<file path="config.mk">
export PLATFORM = sky130hd
export DESIGN_NAME = counter_161w
export DESIGN_NICKNAME = d
export VERILOG_FILES = /design/src/rtl/counter_pkg.sv /design/src/rtl/counter_digit.sv /design/src/rtl/counter_161w.sv
export SDC_FILE = /design/constraint.sdc
export NUM_CORES = 1
export LEC_CHECK = 0
export BUFFER_PORTS_ARGS = -buffer_cell sky130_fd_sc_hd__buf_4
export CAP_MARGIN = 20
export CORE_AREA = 2 2 39 41
export CTS_CLUSTER_DIAMETER = 30
export DETAILED_ROUTE_END_ITERATION = 8
export DIE_AREA = 0 0 41 43
export PLACE_DENSITY = 0.56
export SYNTH_ARGS = -nofsm -noshare
export SYNTH_HDL_FRONTEND = slang
export SYNTH_SLANG_ARGS = --single-unit
</file>
<file path="constraint.sdc">
create_clock -name clk -period 1.7 [get_ports clk]
set_input_delay 0.085 -clock clk [delete_from_list [all_inputs] [get_ports clk]]
set_output_delay 0.085 -clock clk [all_outputs]
set_load 0.03 [all_outputs]
</file>
<file path="src/rtl/counter_pkg.sv">
// Shared constants and helpers for the 74xx-style counter family.
package counter_pkg;

   localparam int MODE_BINARY = 0;
   localparam int MODE_DECADE = 1;
   localparam int DIGIT_W     = 4;
   localparam int DIGIT_MAX   = 9;

   // Value a decade digit holds when it is about to carry (up) or borrow (down).
   function automatic logic [DIGIT_W-1:0] digit_terminal(input logic up);
      return up ? DIGIT_W'(DIGIT_MAX) : '0;
   endfunction

endpackage

</file>
<file path="src/rtl/counter_digit.sv">
// One counting stage: a BCD digit (decade mode) or the whole word (binary mode).
// Purely combinational; nxt_o is the value after one count when cin_i is set.
module counter_digit
   import counter_pkg::*;
#(
   parameter int W      = DIGIT_W,
   parameter int DECADE = MODE_BINARY
) (
   input  logic [W-1:0] val_i,
   input  logic         cin_i,
   input  logic         up_i,
   output logic [W-1:0] nxt_o,
   output logic         cout_o,
   output logic         term_o
);

   if (DECADE == MODE_DECADE) begin : g_bcd
      always_comb begin
         nxt_o  = val_i;
         cout_o = 1'b0;
         term_o = (val_i == digit_terminal(up_i));
         if (cin_i) begin
            if (up_i) begin
               // 9 and the invalid codes A-F all roll to 0 with a carry.
               if (val_i < W'(DIGIT_MAX)) begin
                  nxt_o = val_i + W'(1);
               end else begin
                  nxt_o  = '0;
                  cout_o = 1'b1;
               end
            end else begin
               if (val_i == '0) begin
                  nxt_o  = W'(DIGIT_MAX);
                  cout_o = 1'b1;
               end else if (val_i > W'(DIGIT_MAX)) begin
                  nxt_o = W'(DIGIT_MAX);
               end else begin
                  nxt_o = val_i - W'(1);
               end
            end
         end
      end
   end else begin : g_bin
      always_comb begin
         term_o = up_i ? (&val_i) : ~(|val_i);
         nxt_o  = val_i;
         cout_o = 1'b0;
         if (cin_i) begin
            nxt_o  = up_i ? (val_i + W'(1)) : (val_i - W'(1));
            cout_o = term_o;
         end
      end
   end

endmodule

</file>
<file path="src/rtl/counter_161w.sv">
// Parametrised 74xx160/161/162/163/191-style synchronous counter with load,
// ENP/ENT enables, up/down and combinational ripple-carry for cascading.
module counter_161w
   import counter_pkg::*;
#(
   parameter int WIDTH  = 4,
   parameter int DECADE = MODE_BINARY
) (
   input  logic             clk,
   input  logic             rst_n,
   input  logic             sclr_n,
   input  logic             load_n,
   input  logic             enp,
   input  logic             ent,
   input  logic             up,
   input  logic [WIDTH-1:0] d,
   output logic [WIDTH-1:0] q,
   output logic             rco
);

   localparam int SW   = (DECADE == MODE_DECADE) ? DIGIT_W : WIDTH;
   localparam int NDIG = WIDTH / SW;

   if ((DECADE == MODE_DECADE) && ((WIDTH % DIGIT_W) != 0)) begin : g_bad_width
      $error("counter_161w: decade mode needs WIDTH to be a multiple of 4");
   end

   logic [WIDTH-1:0] q_q, q_d;
   logic [WIDTH-1:0] cnt_nxt;
   logic [NDIG:0]    carry;
   logic [NDIG-1:0]  term;
   logic             terminal;

   // Chain always evaluates "what if we count"; enables only gate the register.
   assign carry[0] = 1'b1;

   for (genvar i = 0; i < NDIG; i++) begin : g_stage
      counter_digit #(
         .W      (SW),
         .DECADE (DECADE)
      ) u_digit (
         .val_i  (q_q[i*SW +: SW]),
         .cin_i  (carry[i]),
         .up_i   (up),
         .nxt_o  (cnt_nxt[i*SW +: SW]),
         .cout_o (carry[i+1]),
         .term_o (term[i])
      );
   end

   // Carry-out alone would also fire on invalid BCD digits counting up.
   assign terminal = carry[NDIG] & (&term);
   assign rco      = ent & terminal;
   assign q        = q_q;

   always_comb begin
      q_d = q_q;
      if (!sclr_n) begin
         q_d = '0;
      end else if (!load_n) begin
         q_d = d;
      end else if (enp && ent) begin
         q_d = cnt_nxt;
      end
   end

   always_ff @(posedge clk or negedge rst_n) begin
      if (!rst_n) begin
         q_q <= '0;
      end else begin
         q_q <= q_d;
      end
   end

endmodule

</file>
Yosys cells after proc, flatten, opt, wreduce, memory -nomap -nowiden. Cells that the tools add are included.

Flip-flop bits (word level): 4. Bits in latches: 0. Memory bits (writable): 0. Bits in read-only memories: 0. Input bits: 11. Output and inout bits: 5. Word-level logic and storage cells: 14. Memories: 0.

$add $sub $neg: 2. Multiply operators: 0. Divide/modulo/power cells: 0. $lt $le $gt $ge: 0. Equal/unequal tests: 1. Shifts and indexed selects: 0. Muxes and demuxes: 5. Bitwise gates (word level): 2. Reduce and logical (&&, ||, !) cells: 3.

Operators by type and width (number): $mux 4 (4); $add 4x1->4 const B (1); $reduce_and 4->1 (1); $reduce_or 4->1 (1); $sub 4x1->4 const B (1); $ne 3x2->1 const B (1); $and 1x1->1 (1); $logic_and 1x1->1 (1); $mux 1 (1); $not 1->1 (1).

Logic depth before layout (Yosys ltp). Gate-level depths: netlist of run 1.

Depth after elaboration: 5. Mapped depth: 5. Mapped depth without buffers: 5.

Modules after synthesis. A second synthesis of run 1 with hierarchy kept.

Cell total of the unflattened synthesis: 48. Area, all modules: 456.7 um^2.

Modules (own cells, without submodules): counter_161w (instances 1, cells an instance 21, area an instance 245.2 um^2, sequential area each 100.1 um^2); counter_digit (instances 1, cells an instance 27, area an instance 211.5 um^2, sequential area each 0.0 um^2).

Worst setup path after synthesis of run 1. No wires, ideal clock.

Kind: reg-to-output. Start point: register q_q[0] (netlist: q[0]). End point: output port rco. Data arrival time: 1.476 ns. Data required time: 1.615 ns. Setup slack: 0.139 ns. Stages on the path, launching flop included: 4. Path buffers: 0. Path through: dfrtp_1 or4_1 mux2i_1 and2_1.

Longest elaborated chain between the ends: 4. Elaborated cells between the ends (all ways): 5. Those cells by class: 1 x mux; 2 x bitwise; 2 x reduce/logical.

Ends and longest elaborated chain: from (decl) (RTL line counter_161w.sv:28) `logic [WIDTH-1:0] q_q, q_d;`; from (signal assigned) (RTL line counter_161w.sv:71) `q_q <= q_d;`; $reduce_or 4->1 (RTL line counter_digit.sv:45) `term_o = up_i ? (&val_i) : ~(|val_i);`; $not 1->1 (RTL line counter_digit.sv:45); $mux 1 (*) (RTL line counter_digit.sv:45); $and 1x1->1 (*) (RTL line counter_161w.sv:53) `assign rco = ent & terminal;`; to (decl) (RTL line counter_161w.sv:18) `output logic rco`.

Every way passes the cells marked *; elsewhere a longest branch is shown, timed or not.

Worst setup path after layout of run 1. Ends and elaborated chain as after synthesis.

==> impl_results.md, run 1 <==
- All-layer global routing usage: 12.0%
- Layout cell share with drive strength beyond 1: 36.4%
- Slowest cell delay on critical path: 500 ps
- Hold_ws: 105 ps
- Data arrival time of the worst path: 1560 ps
- Top delay family on crit path: simple AND/OR/NAND/NOR gates
- Setup TNS: 0 ps
- Sink Count: 4
- Post-synth ARST share: 100%
- Die area: 0.00176 mm²
- Gr ovfl total: 0
- Post-synth EDFFs: 0
- CTS root buf: clkbuf_4
- Nets: 71
- Worst-path fanout max: 6
- Syn_area_per_cell: 9.00 µm²
- Yosys Warn Count: 0
- Max Cap Viol: 0
- P_leak: 0.245 nW
- Num CTS Buffers: 3
- Die H: 43 µm
- Reg2reg setup slack: 140 ps
- Yosys cell types: 23
- M1 wire length: 365 µm
- RSZ-0062 raised after global routing: yes
- Most common cell after layout, fill and taps aside: buf_4
- ANT nets after route: 0
- Non-filler cells, final: 71
- Clock skew: 10.3 ps
- Syn_nets: 50
- Register area share after synthesis: 30.9%
- Largest register FFs: 4
- Synth Register Bits: 4
- Relative slew slack: 83.0%
- First-pass DRT Iterations: 4
- DR vias/cell: 4.93
- Power Dens Cells: 698 mW/mm²
- Worst-Margin Slew: 254 ps
- H-tree Lvls: 1
- Worst path required time: 1620 ps
- Crit Path Class: register to output port
- Number of antenna diodes: 0
- Drt first-iter violations: 12
- Port Buf Inserts: 15
- Drt wl/cell: 12.3 µm
- Metal3 WL: 64 µm
- Startpoint types: register
- Most frequent cells in the layout: buf_4, xor2_1, a21oi_1, clkbuf_4, dfrtp_1
- Post-route minimum period: 1650 ps
- Fin util: 36.0%
- Drt total wl: 871 µm
- Status: finished clean
- Worst min-delay path category: input pin to register
- Dpl cells: 66
- Initial antenna violation count: 0
- Fmax: 607 MHz
- Worst vdd ir: 0.375 mV
- Area Growth Syn to Fin: 53.7%
- Main synth FF type: dfrtp_1
- Core Rows: 14
- CP Capture Type: output port
- First-pass GRT wire length: 1390 µm
- Cell area after synthesis: 324 µm²
- Final Hold Fails: 0
- Final Cycle Share: 96.8%
- Core Area: 0.00138 mm²
- Worst R2R Path Depth: 4
- Gpl congestion: 0.661
- Worst hold path cell count: 3
- Starting Density: 23.4%
- Worst path depth: 4
- DR vias: 350
- Clk buf depth: 2
- Clk slew on worst S/H paths: 40 ps
- Endpoints failing setup: 0
- Cell chain of the critical path: or4_1 > mux2i_1 > and2_1 > buf_6
- Largest net degree at the start of global routing: 10
- Die width: 41 µm
- I/O pin cnt: 16
- Worst skew pair latency: 240 ps
- CP max stage cell: or4_1
- Highest routed layer: met3
- Slew Viols, Final: 0
- Drt drc: 0
- Number of global-route vias before repair: 318
- WP buf/inv: 1
- CTS tree: done
- Met2 routed WL: 440 µm
- Post-Synthesis Cells: 36
## synthesized netlist by cell type (all sizes together), types with 2 or more instances
library cell | n | area, µm²
a21oi | 3 | 15.0
dfrtp | 4 | 100
ha | 2 | 25.0
inv | 2 | 7.51
nand2 | 2 | 7.51
nand3 | 2 | 10.0
nand4 | 2 | 12.5
nor2 | 2 | 7.51
xor2 | 3 | 26.3
## layout make-up
class,count,area [µm²]
flip-flops and latches,4,101
repair buffers,17,134
clock buffers,3,22.5
inverters,2,7.51
multi-input cells,29,213
fillers,147,886
well taps,16,20.0
## logic make-up after synthesis
| family | share of synthesized area (%) |
|---|---|
| AO/OA/AOI/OAI | 18.9 |
| XOR/XNOR | 8.11 |
| adder cells (fa/ha/maj) | 13.9 |
| buffers and inverters | 3.47 |
| flip-flops | 30.9 |
| multiplexers | 3.09 |
| AND/OR/NAND/NOR | 21.6 |
## layer usage
layer,track usage [%],vias up
li1,-,174
met4,4.00,0
met2,18.1,13
met5,0,-
met3,6.28,0
met1,14.1,163
## worst paths after layout
| kind | startpoint | end |
|---|---|---|
| worst max-delay path | q[0] | rco |
| worst min-delay path | d[2] | q[2] |
| worst max register to register | q[0] | q[1] |
| worst min register to register | q[1] | q[1] |
| max in group asynchronous | rst_n | q[0] |
| min in group asynchronous | rst_n | q[3] |
## what timing repair did
item                                    4_1_cts  5_1_grt
hold endpoints to repair                      4        0
hold buffers                                  1        0
pin swaps                                     0        1
endpoints found under the setup margin        1        1
resized for setup                             1        1
setup buffers                                 0        1
## power by group
part / internal (mW) / switching, mW
logic: 0.0550 / 0.0573
clock network: 0.0791 / 0.0411
registers: 0.103 / 0.0116
total: 0.237 / 0.110
## stage by stage
stage	worst slack [ps]	total power, mW	area (µm²)
CTS	13.7	0.350	487
global route	-40.0	0.380	498
finish	53.8	0.347	498
global placement	244	0.224	453
floorplan	139	0.176	324
detailed placement	221	0.223	453
## tightest hold or removal path: stages
cell and delay, ps:
buf_4 110, nand2b_1 50, a21oi_1 50
Power figures use the tool's default switching activity.
==> run 2: changes to the inputs <==
--- a/config.mk
+++ b/config.mk
@@ -5,13 +5,14 @@
 export SDC_FILE = /design/constraint.sdc
 export NUM_CORES = 1
 export LEC_CHECK = 0
+export ABC_AREA = 1
 export BUFFER_PORTS_ARGS = -buffer_cell sky130_fd_sc_hd__buf_4
 export CAP_MARGIN = 20
 export CORE_AREA = 2 2 39 41
 export CTS_CLUSTER_DIAMETER = 30
 export DETAILED_ROUTE_END_ITERATION = 8
 export DIE_AREA = 0 0 41 43
-export PLACE_DENSITY = 0.56
+export PLACE_DENSITY = 0.58
 export SYNTH_ARGS = -nofsm -noshare
 export SYNTH_HDL_FRONTEND = slang
 export SYNTH_SLANG_ARGS = --single-unit
==> run 2 against run 1 <==
Via count rose by 11%. First-iteration DRC count down 75%. Synthesized area up 7.3%. Flip-flop and latch count unchanged. Wire length shrank 1.3%. Global-route usage shrank 0.52 points. Total power up 8.5%. Sequential power increased by 4%. Final cell count increased by 18%. Clock skew decreased by 7.7 ps. Non-clock buffer count down 1. Critical path type unchanged.
==> impl_results.md, run 2 <==
- First-pass GRT wire length: 1390 µm
- Clk slew on worst S/H paths: 40 ps
- First-pass DRT Iterations: 4
- Yosys cell types: 15
- Post-CTS Resized: 0
- Endpoints failing setup: 0
- Initial antenna violation count: 0
- Placed cell area: 473 µm²
- Crit Path Class: register to output port
- DR vias/cell: 4.63
- Fmax: 722 MHz
- Starting Density: 25.1%
- WP buf/inv: 1
- Port Buf Inserts: 15
- Final Cycle Share: 81.4%
- Register area share after synthesis: 28.8%
- Post-Synthesis Cells: 50
- Synth Register Bits: 4
- Post-synth ARST share: 100%
- Filler cells: 154
- Startpoint types: register
- Worst R2R Path Depth: 6
- Drt total wl: 860 µm
- Drt wl/cell: 10.2 µm
- Worst min-delay path category: input pin to register
- Largest area contributor in the netlist: dfrtp_1
- CTS root buf: clkbuf_4
- Core Rows: 14
- Cell area after synthesis: 348 µm²
- Hold_ws: 139 ps
- Slew Viols, Final: 0
- H-tree Lvls: 1
- Sink Count: 4
- Yosys Warn Count: 0
- Final Cell Area: 505 µm²
- Hold Path Origin: sclr_n
- Final Hold Fails: 0
- Core Area: 0.00138 mm²
- All-layer global routing usage: 11.5%
- RSZ-0062 raised after global routing: no
- Gr ovfl total: 0
- Reg2reg setup slack: 340 ps
- Drt drc: 0
- Drt first-iter violations: 3
- Slowest cell delay on critical path: 420 ps
- I/O pin cnt: 16
- Largest net degree at the start of global routing: 11
- CTS tree: done
- RR Endpoint: q[3]
- Die width: 41 µm
- Synth cell count leaders: nand2_1, nor2_1, inv_1, dfrtp_1
- ANT nets after route: 0
- Reg-to-Reg Start: q[2]
- Layout cell share with drive strength beyond 1: 26.5%
- Synth top area share: 28.8%
- Relative slew slack: 85.9%
- Clock skew: 2.53 ps
- P_leak: 0.275 nW
- Power Total: 0.377 mW
- Post-synth EDFFs: 0
- Main synth FF type: dfrtp_1
- Status: finished clean
- Hold Path End: q[3]
- Number of global-route vias before repair: 352
- Worst-Margin Slew: 212 ps
- Largest cells by area after synthesis: dfrtp_1, nand2_1, nor2_1, ha_1, inv_1
- Num CTS Buffers: 3
- Setup TNS: 0 ps
- Worst vdd ir: 0.293 mV
- Top-count cell post-synth: nand2_1
- Syn_nets: 64
- Max Cap Viol: 0
- Die area: 0.00176 mm²
- Most frequent cells in the layout: buf_4, nand2_1, nor2_1, inv_1, dfrtp_1
- Nets: 84
- Worst-path fanout max: 5
- Area Growth Syn to Fin: 45.3%
- Number of antenna diodes: 0
- Worst path required time: 1620 ps
- Cell chain of the critical path: nor2_1 > nand4_1 > a21boi_0 > buf_4
- Clk buf depth: 2
- Die H: 43 µm
- Post-route minimum period: 1380 ps
- Hold_buf cts: 1
- CP Capture Type: output port
- Worst skew pair latency: 230 ps
- Syn_area_per_cell: 6.96 µm²
- Power Dens Cells: 746 mW/mm²
- Most common cell after layout, fill and taps aside: buf_4
- CP max stage cell: dfrtp_1
- DR vias: 389
- Gpl congestion: 0.726
- Fin util: 36.5%
- Worst hold path cell count: 3
- Post-CTS setup repair buffer count: 0
- Data arrival time of the worst path: 1300 ps
- Dpl hpwl: 702 µm
- Largest register FFs: 4
- Top delay family on crit path: flip-flops
==> run 2: changes by cell type in the layout (fill, tap and decap cells not counted), moves of 2 or more <==
cell / before / now
o21ai_0: 0 / 3
a21oi_1: 3 / 0
xor2_1: 3 / 0
inv_1: 2 / 6
o22ai_1: 0 / 2
nand2_1: 2 / 13
nor2_1: 2 / 8
==> run 2: cell families after synthesis <==
family	count (synthesis)	share of synthesized area, %
buffers and inverters	7	8.63
AO/OA/AOI/OAI	6	10.1
AND/OR/NAND/NOR	28	34.2
flip-flops	4	28.8
XOR/XNOR	1	2.52
multiplexers	1	2.88
adder cells (fa/ha/maj)	3	12.9
==> run 2: power by group <==
group          leakage (nW)  internal, mW  switching [mW]  total (mW)
registers            0.0523         0.105          0.0143       0.120
clock network        0.0138        0.0790          0.0393       0.118
logic                 0.209        0.0615          0.0774       0.139
==> run 2: worst reg2reg max path: cells and delay by family, from the launching register on <==
kind / cells / cell delay [ps]
simple gates: 5 / 540
fa+ha+maj: 1 / 320
flops: 1 / 400
==> run 2: layer usage <==
| metal | up-vias | global-route usage [%] | part of all wire (%) |
|---|---|---|---|
| met2 | 8 | 16.3 | 47 |
| met4 | 0 | 6.00 | 0 |
| met1 | 179 | 15.4 | 50 |
| met3 | 0 | 3.14 | 3.6 |
| li1 | 202 | - | - |
| met5 | - | 0 | 0 |
==> run 2: how the worst max path moves through the flow <==
stage / from / to / slack [ps] / cells past startpoint
after CTS: q[3] / rco / 310 / 4
after global routing: q[2] / q[3] / 250 / 6
final: q[3] / rco / 320 / 4
after global placement: q[2] / q[3] / 340 / 6
after floorplan: q[3] / rco / 120 / 4
after detailed placement: q[2] / q[3] / 340 / 6
==> run 2: per-stage QoR <==
stage,worst slack (ps),cells
finish,316,84
global route,248,84
CTS,307,84
detailed placement,339,80
global placement,342,80
floorplan,120,50
==> run 2: cell type report <==
cell class	count	area, µm²	area share [%]
Inverter	6	22.5	4.46
Clock buffer	3	22.5	4.46
Sequential cell	4	100	19.8
Timing Repair Buffer	16	123	24.3
Multi-Input combinational cell	39	218	43.1
Tap cell	16	20.0	3.96
